**config.mk**
```make
export PLATFORM = sky130hd
export DESIGN_NAME = timer_scheduler
export DESIGN_NICKNAME = d
export VERILOG_FILES = /design/src/rtl/timer_sched_pkg.sv /design/src/rtl/timer_scheduler_rr_arbiter.sv /design/src/rtl/timer_scheduler.sv
export SDC_FILE = /design/constraint.sdc
export NUM_CORES = 1
export LEC_CHECK = 0
export CORE_ASPECT_RATIO = 0.6
export CORE_MARGIN = 5
export CORE_UTILIZATION = 45
export CTS_BUF_LIST = sky130_fd_sc_hd__clkbuf_16
export CTS_CLUSTER_DIAMETER = 200
export DETAILED_ROUTE_END_ITERATION = 8
export PLACE_DENSITY = 0.87
export SETUP_SLACK_MARGIN = 0.4
export SYNTH_ARGS = -nofsm -noshare
export SYNTH_HDL_FRONTEND = slang
export SYNTH_SLANG_ARGS = --single-unit
```
**constraint.sdc**
```tcl
create_clock -name clk -period 13 [get_ports clk]
set_input_delay 1.95 -clock clk [delete_from_list [all_inputs] [get_ports clk]]
set_output_delay 1.95 -clock clk [all_outputs]
set_load 0.02 [all_outputs]
```
**src/rtl/timer_sched_pkg.sv**
```systemverilog
// Shared types and constants for the timer scheduler.
// Latency: n/a (declarations only).
// Backpressure: n/a.
package timer_sched_pkg;

  localparam int DELAY_W               = 32;
  localparam int DEFAULT_TIMEOUT_SLACK = 4;

  typedef enum logic [2:0] {
    IDLE,
    ARM,
    SETTLE,
    WAIT,
    DONE,
    ABORT
  } sched_state_t;

endpackage

```
**src/rtl/timer_scheduler_rr_arbiter.sv**
```systemverilog
// Round-robin arbiter: first requester at or after ptr wins.
// Latency: combinational, zero cycles.
// Backpressure: none; the caller decides when a grant is consumed.
module rr_arbiter #(
  parameter  int N  = 4,
  localparam int IW = $clog2(N)
) (
  input  logic [N-1:0]  req,
  input  logic [IW-1:0] ptr,
  output logic [N-1:0]  gnt,
  output logic [IW-1:0] gnt_id,
  output logic          gnt_vld
);

  logic [IW-1:0] idx;
  logic          found;

  // Walk the ring once starting at ptr and take the first live request.
  always_comb begin
    gnt    = '0;
    gnt_id = '0;
    found  = 1'b0;
    idx    = ptr;
    for (int k = 0; k < N; k++) begin
      if (!found && req[idx]) begin
        found    = 1'b1;
        gnt[idx] = 1'b1;
        gnt_id   = idx;
      end
      idx = (idx == IW'(N - 1)) ? '0 : idx + IW'(1);
    end
  end

  assign gnt_vld = found;

endmodule

```
**src/rtl/timer_scheduler.sv**
```systemverilog
// Shares one external countdown timer among NUM_REQ requesters, one job at a time.
// Latency: grant+arm 1 cycle after request, done 1 cycle after expiry seen in WAIT; D=0 completes in 1 cycle.
// Backpressure: requesters hold req_valid until their req_ready pulse; requests are ignored while busy.
// Optional: define TIMER_SCHED_WATCHDOG_EN to abort jobs whose expiry never arrives (err pulse).
module timer_scheduler
  import timer_sched_pkg::*;
#(
  parameter int NUM_REQ       = 4,
  parameter int TIMEOUT_SLACK = DEFAULT_TIMEOUT_SLACK
) (
  input  logic                         clk,
  input  logic                         rst,
  input  logic [NUM_REQ-1:0]           req_valid,
  input  logic [NUM_REQ*DELAY_W-1:0]   req_delay,
  output logic [NUM_REQ-1:0]           req_ready,
  output logic [NUM_REQ-1:0]           done,
  output logic [NUM_REQ-1:0]           err,
  output logic                         busy,
  output logic [$clog2(NUM_REQ)-1:0]   grant_id,
  output logic [DELAY_W-1:0]           tmr_set_val,
  output logic                         tmr_set,
  input  logic                         tmr_is_high
);

  localparam int IDW = $clog2(NUM_REQ);

  sched_state_t       state;
  logic [IDW-1:0]     rr_ptr;
  logic [NUM_REQ-1:0] owner_oh;

  logic [NUM_REQ-1:0] arb_gnt;
  logic [IDW-1:0]     arb_id;
  logic               arb_vld;
  logic [DELAY_W-1:0] sel_delay;

`ifdef TIMER_SCHED_WATCHDOG_EN
  logic [DELAY_W-1:0] delay_q;
  logic [DELAY_W:0]   wd_cnt;
  logic [DELAY_W:0]   wd_limit;
  logic [NUM_REQ-1:0] err_q;

  // 33-bit limit so D near 2^32 plus slack cannot wrap to a short timeout.
  assign wd_limit = {1'b0, delay_q} + (DELAY_W+1)'(TIMEOUT_SLACK);
  assign err      = err_q;
`else
  assign err = '0;

  // Slack only matters when the watchdog is built in.
  if (TIMEOUT_SLACK < 0) begin : g_slack_unused
  end
`endif

  rr_arbiter #(.N(NUM_REQ)) u_arb (
    .req     (req_valid),
    .ptr     (rr_ptr),
    .gnt     (arb_gnt),
    .gnt_id  (arb_id),
    .gnt_vld (arb_vld)
  );

  // Pick the winner's delay slice out of the flat request bus.
  always_comb begin
    sel_delay = '0;
    for (int i = 0; i < NUM_REQ; i++) begin
      if (arb_gnt[i]) sel_delay = req_delay[i*DELAY_W +: DELAY_W];
    end
  end

  // Job FSM; every output is a register so pulses line up with the state they belong to.
  always_ff @(posedge clk) begin
    if (rst) begin
      state       <= IDLE;
      rr_ptr      <= '0;
      owner_oh    <= '0;
      grant_id    <= '0;
      busy        <= 1'b0;
      req_ready   <= '0;
      done        <= '0;
      tmr_set     <= 1'b0;
      tmr_set_val <= '0;
`ifdef TIMER_SCHED_WATCHDOG_EN
      delay_q     <= '0;
      wd_cnt      <= '0;
      err_q       <= '0;
`endif
    end else begin
      req_ready <= '0;
      done      <= '0;
      tmr_set   <= 1'b0;
`ifdef TIMER_SCHED_WATCHDOG_EN
      err_q     <= '0;
`endif
      case (state)
        IDLE: begin
          if (arb_vld) begin
            grant_id  <= arb_id;
            owner_oh  <= arb_gnt;
            rr_ptr    <= (arb_id == IDW'(NUM_REQ - 1)) ? '0 : arb_id + IDW'(1);
            busy      <= 1'b1;
            req_ready <= arb_gnt;
`ifdef TIMER_SCHED_WATCHDOG_EN
            delay_q   <= sel_delay;
`endif
            if (sel_delay == '0) begin
              // Zero delay never touches the timer; accept and finish together.
              state <= DONE;
              done  <= arb_gnt;
            end else begin
              state       <= ARM;
              tmr_set     <= 1'b1;
              tmr_set_val <= sel_delay;
            end
          end
        end
        ARM: begin
          state <= SETTLE;
        end
        SETTLE: begin
          // The timer may still show the previous job's expiry here; skip it.
          state <= WAIT;
`ifdef TIMER_SCHED_WATCHDOG_EN
          wd_cnt <= '0;
`endif
        end
        WAIT: begin
          if (tmr_is_high) begin
            state <= DONE;
            done  <= owner_oh;
          end
`ifdef TIMER_SCHED_WATCHDOG_EN
          else if (wd_cnt + (DELAY_W+1)'(1) >= wd_limit) begin
            state <= ABORT;
            err_q <= owner_oh;
          end else begin
            wd_cnt <= wd_cnt + (DELAY_W+1)'(1);
          end
`endif
        end
        DONE, ABORT: begin
          state <= IDLE;
          busy  <= 1'b0;
        end
        default: begin
          state <= IDLE;
          busy  <= 1'b0;
        end
      endcase
    end
  end

endmodule
```
==> flow_summary.ini, run 1 <==
[placement]
dpl_cell_area_mm2 = 0.00560
port_buffers = 178
place.gp.congestion = 0.954
dpl.hpwl_um = 11000

[synth]
synth_xor_area_share_pct = 0.674
synth_edf_count = 0
synthTopCellsByArea = dfxtp_1, nand2b_1, mux2i_1, a221oi_1, a211oi_1
synth_top_area_share_pct = 27.2
synthAdderAreaFrac_pct = 1.93
synth-compound-area-share_pct = 23.0
synth_top_family_by_area = simple AND/OR/NAND/NOR gates
yosysUniqueCellTypes = 51
yosys-top-cells-count = dfxtp_1, nand2b_1, nor2_1
synthesis.area_mm2 = 0.00390
yosys.area_share.simple_pct = 26.6
synth_top_flop_cell = dfxtp_1
yosys_warnings = 0
ys_seq_area_share_pct = 27.2
synthCells = 475
async_flop_share_pct = 0
synth.area.mux_share_pct = 10.1
synth_top_cell_by_area = dfxtp_1
ys_ff_latch = 53
synth_most_common_cell = dfxtp_1
avgSynthCellArea_um2 = 8.21

[pwr]
p_int_w = 0.000731
vdd_drop_max_mv = 0.128
clock_power_share_pct = 9.1
p_sw_share_pct = 49.1
leakagePower_nw = 2.19
seq_power_share_pct = 18.4
power.switching_w = 0.000704
p_comb_share_pct = 72.5
p_per_area_mw_per_mm2 = 250

[run]
drv_cap = 0

[layout]
diodes = 0
fin_util_pct = 67.6
nNetsFinal = 764
area_growth_pct = 47.3
layout-drive-gt1-share_pct = 5.13
final_area_mm2 = 0.00574

[global_routing]
antenna_found_initial = 2
grt_usage_pct = 25.6
globalRouteOverflowTotal = 0
first_global_vias = 4237
grt_pass1_wl_um = 21400
grt_max_degree = 76

[detailed_routing]
drt_first_iter_violations = 229
routedWlPerCell_um = 19.7
wirelength_um = 14500
vias_per_cell = 5.88
vias = 4328
drc = 0
postRouteAntennaNets = 0
dr.pass1.iters = 5

[floorplanning]
rows = 26
coreArea_mm2 = 0.00849
die_area_mm2 = 0.0107
die_h_um = 82.1
start_util_pct = 45.9
ioPinCount = 183
die_x_um = 130

[sta]
period_minus_slack_ns = 6.82
fmax_mhz = 147
finalCritPeriodShare_pct = 52.5
rsz0062_at_grt = no
relSlewSlack_pct = 29.8
finalMaxSlewViolations = 0
worst_pin_slew_ns = 1.05
setup_viol = 0
timing.hold.ws_ns = 0.473
hold_viol_final = 0
fin_worst_skew_ns = 0.00358
fin_tns_setup_ns = 0

[critical_path]
crit_slowest_cell = clkdlybuf4s50_1
start_kind = input port
required_ns = 13.18
end_kind = flip-flop
path_max_fanout = 33
cp.arrival_ns = 7.00
crit_chain = clkdlybuf4s50_1 -> or3b_1 -> a211o_1 -> a221oi_4 -> a221o_1 -> buf_4 -> and2_4 -> a221oi_1 -> nor4_1 -> and4_1 -> a31oi_4 -> buf_4 -> mux2_4
cpPeakStageDelay_ns = 0.57
critPathKind = input port to flip-flop
cpMostUsedCell = buf_4

[clocking]
clockBufferDepth = 2
h-tree-depth = 2
ctsHoldBuffers = 0
clk_latency_ns = 0.29
cts_resized = 0
cts_setup_buffers = 0
clockRootBuffer = clkbuf_16
cts_sinks = 53
cts_tree = built
path_clk_slew_ns = 0.07
cts_buffers = 5

[run_status]
outcome = finished, final reports clean

[min_path]
hold_class = flip-flop to flip-flop
[cell type report]
class                           count  area (µm²)
Clock buffer                        5         125
Clock inverter                      3        12.5
Fill cell                         678        2750
Inverter                           30         113
Multi-Input combinational cell    348        2460
Sequential cell                    53        1060
Tap cell                          112         140
Timing Repair Buffer              185        1830
[placed cells by master (no fill, tap or decap), types with 3 or more instances in the layout]
master           count
o221ai_1             4
inv_1               30
buf_4                7
nor2b_1              9
clkbuf_16            5
nor2_1              48
or2b_1              11
mux2_2               5
a221oi_4             3
o22ai_1              3
a21oi_1             12
a221oi_1            29
and2_1               3
conb_1               4
nor4_1               7
a211oi_1            29
nand2_1             16
mux2_4               3
and3_1               3
mux2i_1             27
ha_1                 6
a221o_1              8
nand4_1              7
dfxtp_1             53
nand3_1             27
xnor2_1              3
o21ai_0              9
clkdlybuf4s50_1    177
nand2b_1            48
[final timing paths]
kind	from	endpoint	slack (ns)	cells past startpoint
worst max-delay path	req_valid[3]	tmr_set_val[15]	6.18	13
worst min-delay path	tmr_set_val[0]	tmr_set_val[0]	0.47	2
worst max register to register	rr_ptr[0]	tmr_set_val[15]	7.07	14
worst min register to register	tmr_set_val[0]	tmr_set_val[0]	0.47	2
[logic make-up after synthesis]
family | Yosys count
muxes | 36
adders and majority gates | 6
xor gates and xnor gates | 3
and+or+nand+nor | 191
buffers and inverters | 77
other | 1
AOI/OAI and AO/OA | 108
DFF | 53
[power groups by stage]
stage | combinational (W) | sequential, W | clock (W)
after floorplan | 0.000661 | 0.000321 | 0
after global placement | 0.00100 | 0.000266 | 0
after detailed placement | 0.00102 | 0.000267 | 0
after CTS | 0.00103 | 0.000265 | 0.000130
after global routing | 0.00112 | 0.000271 | 0.000139
final | 0.00104 | 0.000264 | 0.000130
[per-layer routing]
layer	wire, µm	global-route usage (%)	part of all wire [%]	up-vias
met4	173	7.37	1.2	4
met1	6010	31.4	41	2036
li1	-	-	-	2008
met2	6430	41.9	44	260
met3	1860	10.3	13	20
met5	29	0	0.20	-
[registers in the layout, summed over array words and instances (netlist names)]
register,cells
rr_ptr,2
busy,1
owner_oh,4
req_ready,4
tmr_set,1
done,4
grant_id,2
tmr_set_val,32
state,3
[worst max-delay path: cells and delay by family]
kind / cells / cell delay (ns)
mux: 1 / 0.36
simple gates: 4 / 1.83
buf+inv: 3 / 1.24
compound gates: 5 / 1.58
[stage by stage]
step / setup slack (ns) / total power [W] / instances
floorplan: 7.83 / 0.000981 / 478
CTS: 6.29 / 0.00143 / 736
global placement: 6.15 / 0.00127 / 728
global route: 6.01 / 0.00153 / 736
detailed placement: 6.00 / 0.00129 / 728
finish: 6.18 / 0.00144 / 736
No activity file was read; power rests on OpenSTA's default activity.
==> run 2, diff against run 1 <==
--- a/config.mk
+++ b/config.mk
@@ -7,11 +7,11 @@
 export LEC_CHECK = 0
 export CORE_ASPECT_RATIO = 0.6
 export CORE_MARGIN = 5
-export CORE_UTILIZATION = 45
+export CORE_UTILIZATION = 42
 export CTS_BUF_LIST = sky130_fd_sc_hd__clkbuf_16
 export CTS_CLUSTER_DIAMETER = 200
 export DETAILED_ROUTE_END_ITERATION = 8
-export PLACE_DENSITY = 0.87
+export PLACE_DENSITY = 0.82
 export SETUP_SLACK_MARGIN = 0.4
 export SYNTH_ARGS = -nofsm -noshare
 export SYNTH_HDL_FRONTEND = slang
==> constraint.sdc (replaced) <==
create_clock -name clk -period 7.1 [get_ports clk]
set_input_delay 1.065 -clock clk [delete_from_list [all_inputs] [get_ports clk]]
set_output_delay 1.065 -clock clk [all_outputs]
set_load 0.02 [all_outputs]
==> flow_summary.ini, run 2 (synthesized netlist as in run 1, its figures left out) <==
[clocking]
ctsHoldBuffers = 0
cts_buffers = 5
path_clk_slew_ns = 0.07
clk_latency_ns = 0.29
cts_tree = built
clockRootBuffer = clkbuf_16
clockBufferDepth = 2
cts_sinks = 53
cts_resized = 0
cts_setup_buffers = 0
h-tree-depth = 2

[critical_path]
path_max_fanout = 20
cp.arrival_ns = 6.08
cpMostUsedCell = buf_4
critPathKind = flip-flop to flip-flop
crit_slowest_cell = dfxtp_1
crit_buf_inv = 3
cpPeakStageDelay_ns = 0.70
required_ns = 7.32
crit_chain = inv_1 -> ha_1 -> or4b_1 -> o221ai_2 -> and4b_1 -> a221o_1 -> buf_4 -> a211oi_1 -> a221oi_1 -> nor4_1 -> and4_1 -> a31oi_4 -> buf_4 -> mux2i_1
path_delay_family = compound AO/OA/AOI/OAI gates
end_kind = flip-flop
start_kind = flip-flop

[global_routing]
grt-busiest-layer = met2
globalRouteOverflowTotal = 0
grt_util_met1_pct = 31.1
grt_pass1_wl_um = 22300
first_global_vias = 4200
met2_usage_pct = 39.8
grt_usage_pct = 24.1
antenna_found_initial = 0
grt_max_degree = 76
grtUsageMet3_pct = 8.02

[pwr]
leakagePower_nw = 2.19
power_w = 0.00264
p_int_w = 0.00134
p_per_area_mw_per_mm2 = 459
clock_power_share_pct = 9.3
power.switching_w = 0.00130
vdd_drop_max_mv = 0.298
p_comb_share_pct = 72.4
seq_power_share_pct = 18.3
p_sw_share_pct = 49.2

[detailed_routing]
routedWlPerCell_um = 19.3
vias_per_cell = 5.69
dr.pass1.iters = 5
postRouteAntennaNets = 0
vias = 4212
drc = 0
wirelength_um = 14300
drt_first_iter_violations = 274

[layout]
nNetsFinal = 764
seqCellArea_mm2 = 0.00106
diodes = 0
area_growth_pct = 47.5
fin_util_pct = 63.1
fillCellCount = 762
layout_common_cells = clkdlybuf4s50_1, dfxtp_1, nand2b_1, nor2_1, inv_1
final_common_cell = clkdlybuf4s50_1
multiInputGateArea_mm2 = 0.00246
largest_register_ffs = 32
largest_register = tmr_set_val
layout-drive-gt1-share_pct = 5.45

[sta]
fin_worst_skew_ns = 0.00266
finalMaxSlewViolations = 0
period_minus_slack_ns = 5.86
worst_pin_slew_ns = 1.04
finalCritPeriodShare_pct = 82.5
rsz0062_at_grt = no
fmax_mhz = 171
setup_viol = 0
fin_tns_setup_ns = 0
relSlewSlack_pct = 30.7
hold_viol_final = 0

[placement]
dpl.hpwl_um = 11000
place.gp.congestion = 0.928
port_buffers = 178

[floorplanning]
die_h_um = 84.6
coreArea_mm2 = 0.00912
ioPinCount = 183
rows = 27
die_x_um = 134
start_util_pct = 42.7
die_area_mm2 = 0.0114

[min_path]
hold_class = flip-flop to flip-flop

[run]
drv_cap = 0

[run_status]
outcome = finished, final reports clean
run 2: changes by cell type in the layout (fill, tap and decap cells not counted), sizes merged:
cell / before / now
clkinv: 3 / 2
clkinvlp: 0 / 1
run 2: power by group through the flow:
| stage | clock [W] | combinational, W | sequential [W] |
|---|---|---|---|
| after global placement | 0 | 0.00184 | 0.000488 |
| after detailed placement | 0 | 0.00189 | 0.000487 |
| after CTS | 0.000244 | 0.00190 | 0.000483 |
| after floorplan | 0 | 0.00121 | 0.000587 |
| after global routing | 0.000256 | 0.00207 | 0.000499 |
| final | 0.000244 | 0.00191 | 0.000483 |
run 2: worst paths after layout:
kind	startpoint	to	slack [ns]	cells after the start
setup / recovery	rr_ptr[0]	tmr_set_val[1]	1.24	14
hold / removal	grant_id[0]	grant_id[0]	0.47	2
setup reg to reg	rr_ptr[0]	tmr_set_val[1]	1.24	14
hold reg to reg	grant_id[0]	grant_id[0]	0.47	2
run 2: area by class of cell:
cell class | count | area share, %
inverters | 30 | 1.96
well taps | 116 | 2.52
clock inverters | 3 | 0.305
clock buffers | 5 | 2.18
multi-input cells | 348 | 42.8
flip-flops and latches | 53 | 18.4
repair buffers | 185 | 31.8
run 2: worst reg2reg max path, delay by kind of cell (launching register included):
| kind | cells | cell delay (ns) |
|---|---|---|
| mux | 1 | 0.25 |
| simple gates | 4 | 1.48 |
| fa+ha+maj | 1 | 0.54 |
| buf+inv | 3 | 0.99 |
| compound gates | 5 | 1.83 |
| flops | 1 | 0.70 |
run 2: per-layer routing:
layer	up-vias	part of all wire [%]
met5	-	0
met4	0	0.86
met3	13	9.9
met2	212	46
met1	1982	43
li1	2005	-
run 2: through the flow:
stage	hold slack, ns	cell area, µm²	setup slack (ns)	std cells
after floorplan	0.432	3910	2.76	478
after global placement	0.458	5610	1.19	732
after detailed placement	0.458	5610	0.925	732
after CTS	0.470	5750	1.22	740
after global routing	0.493	5750	0.780	740
final	0.469	5750	1.24	740
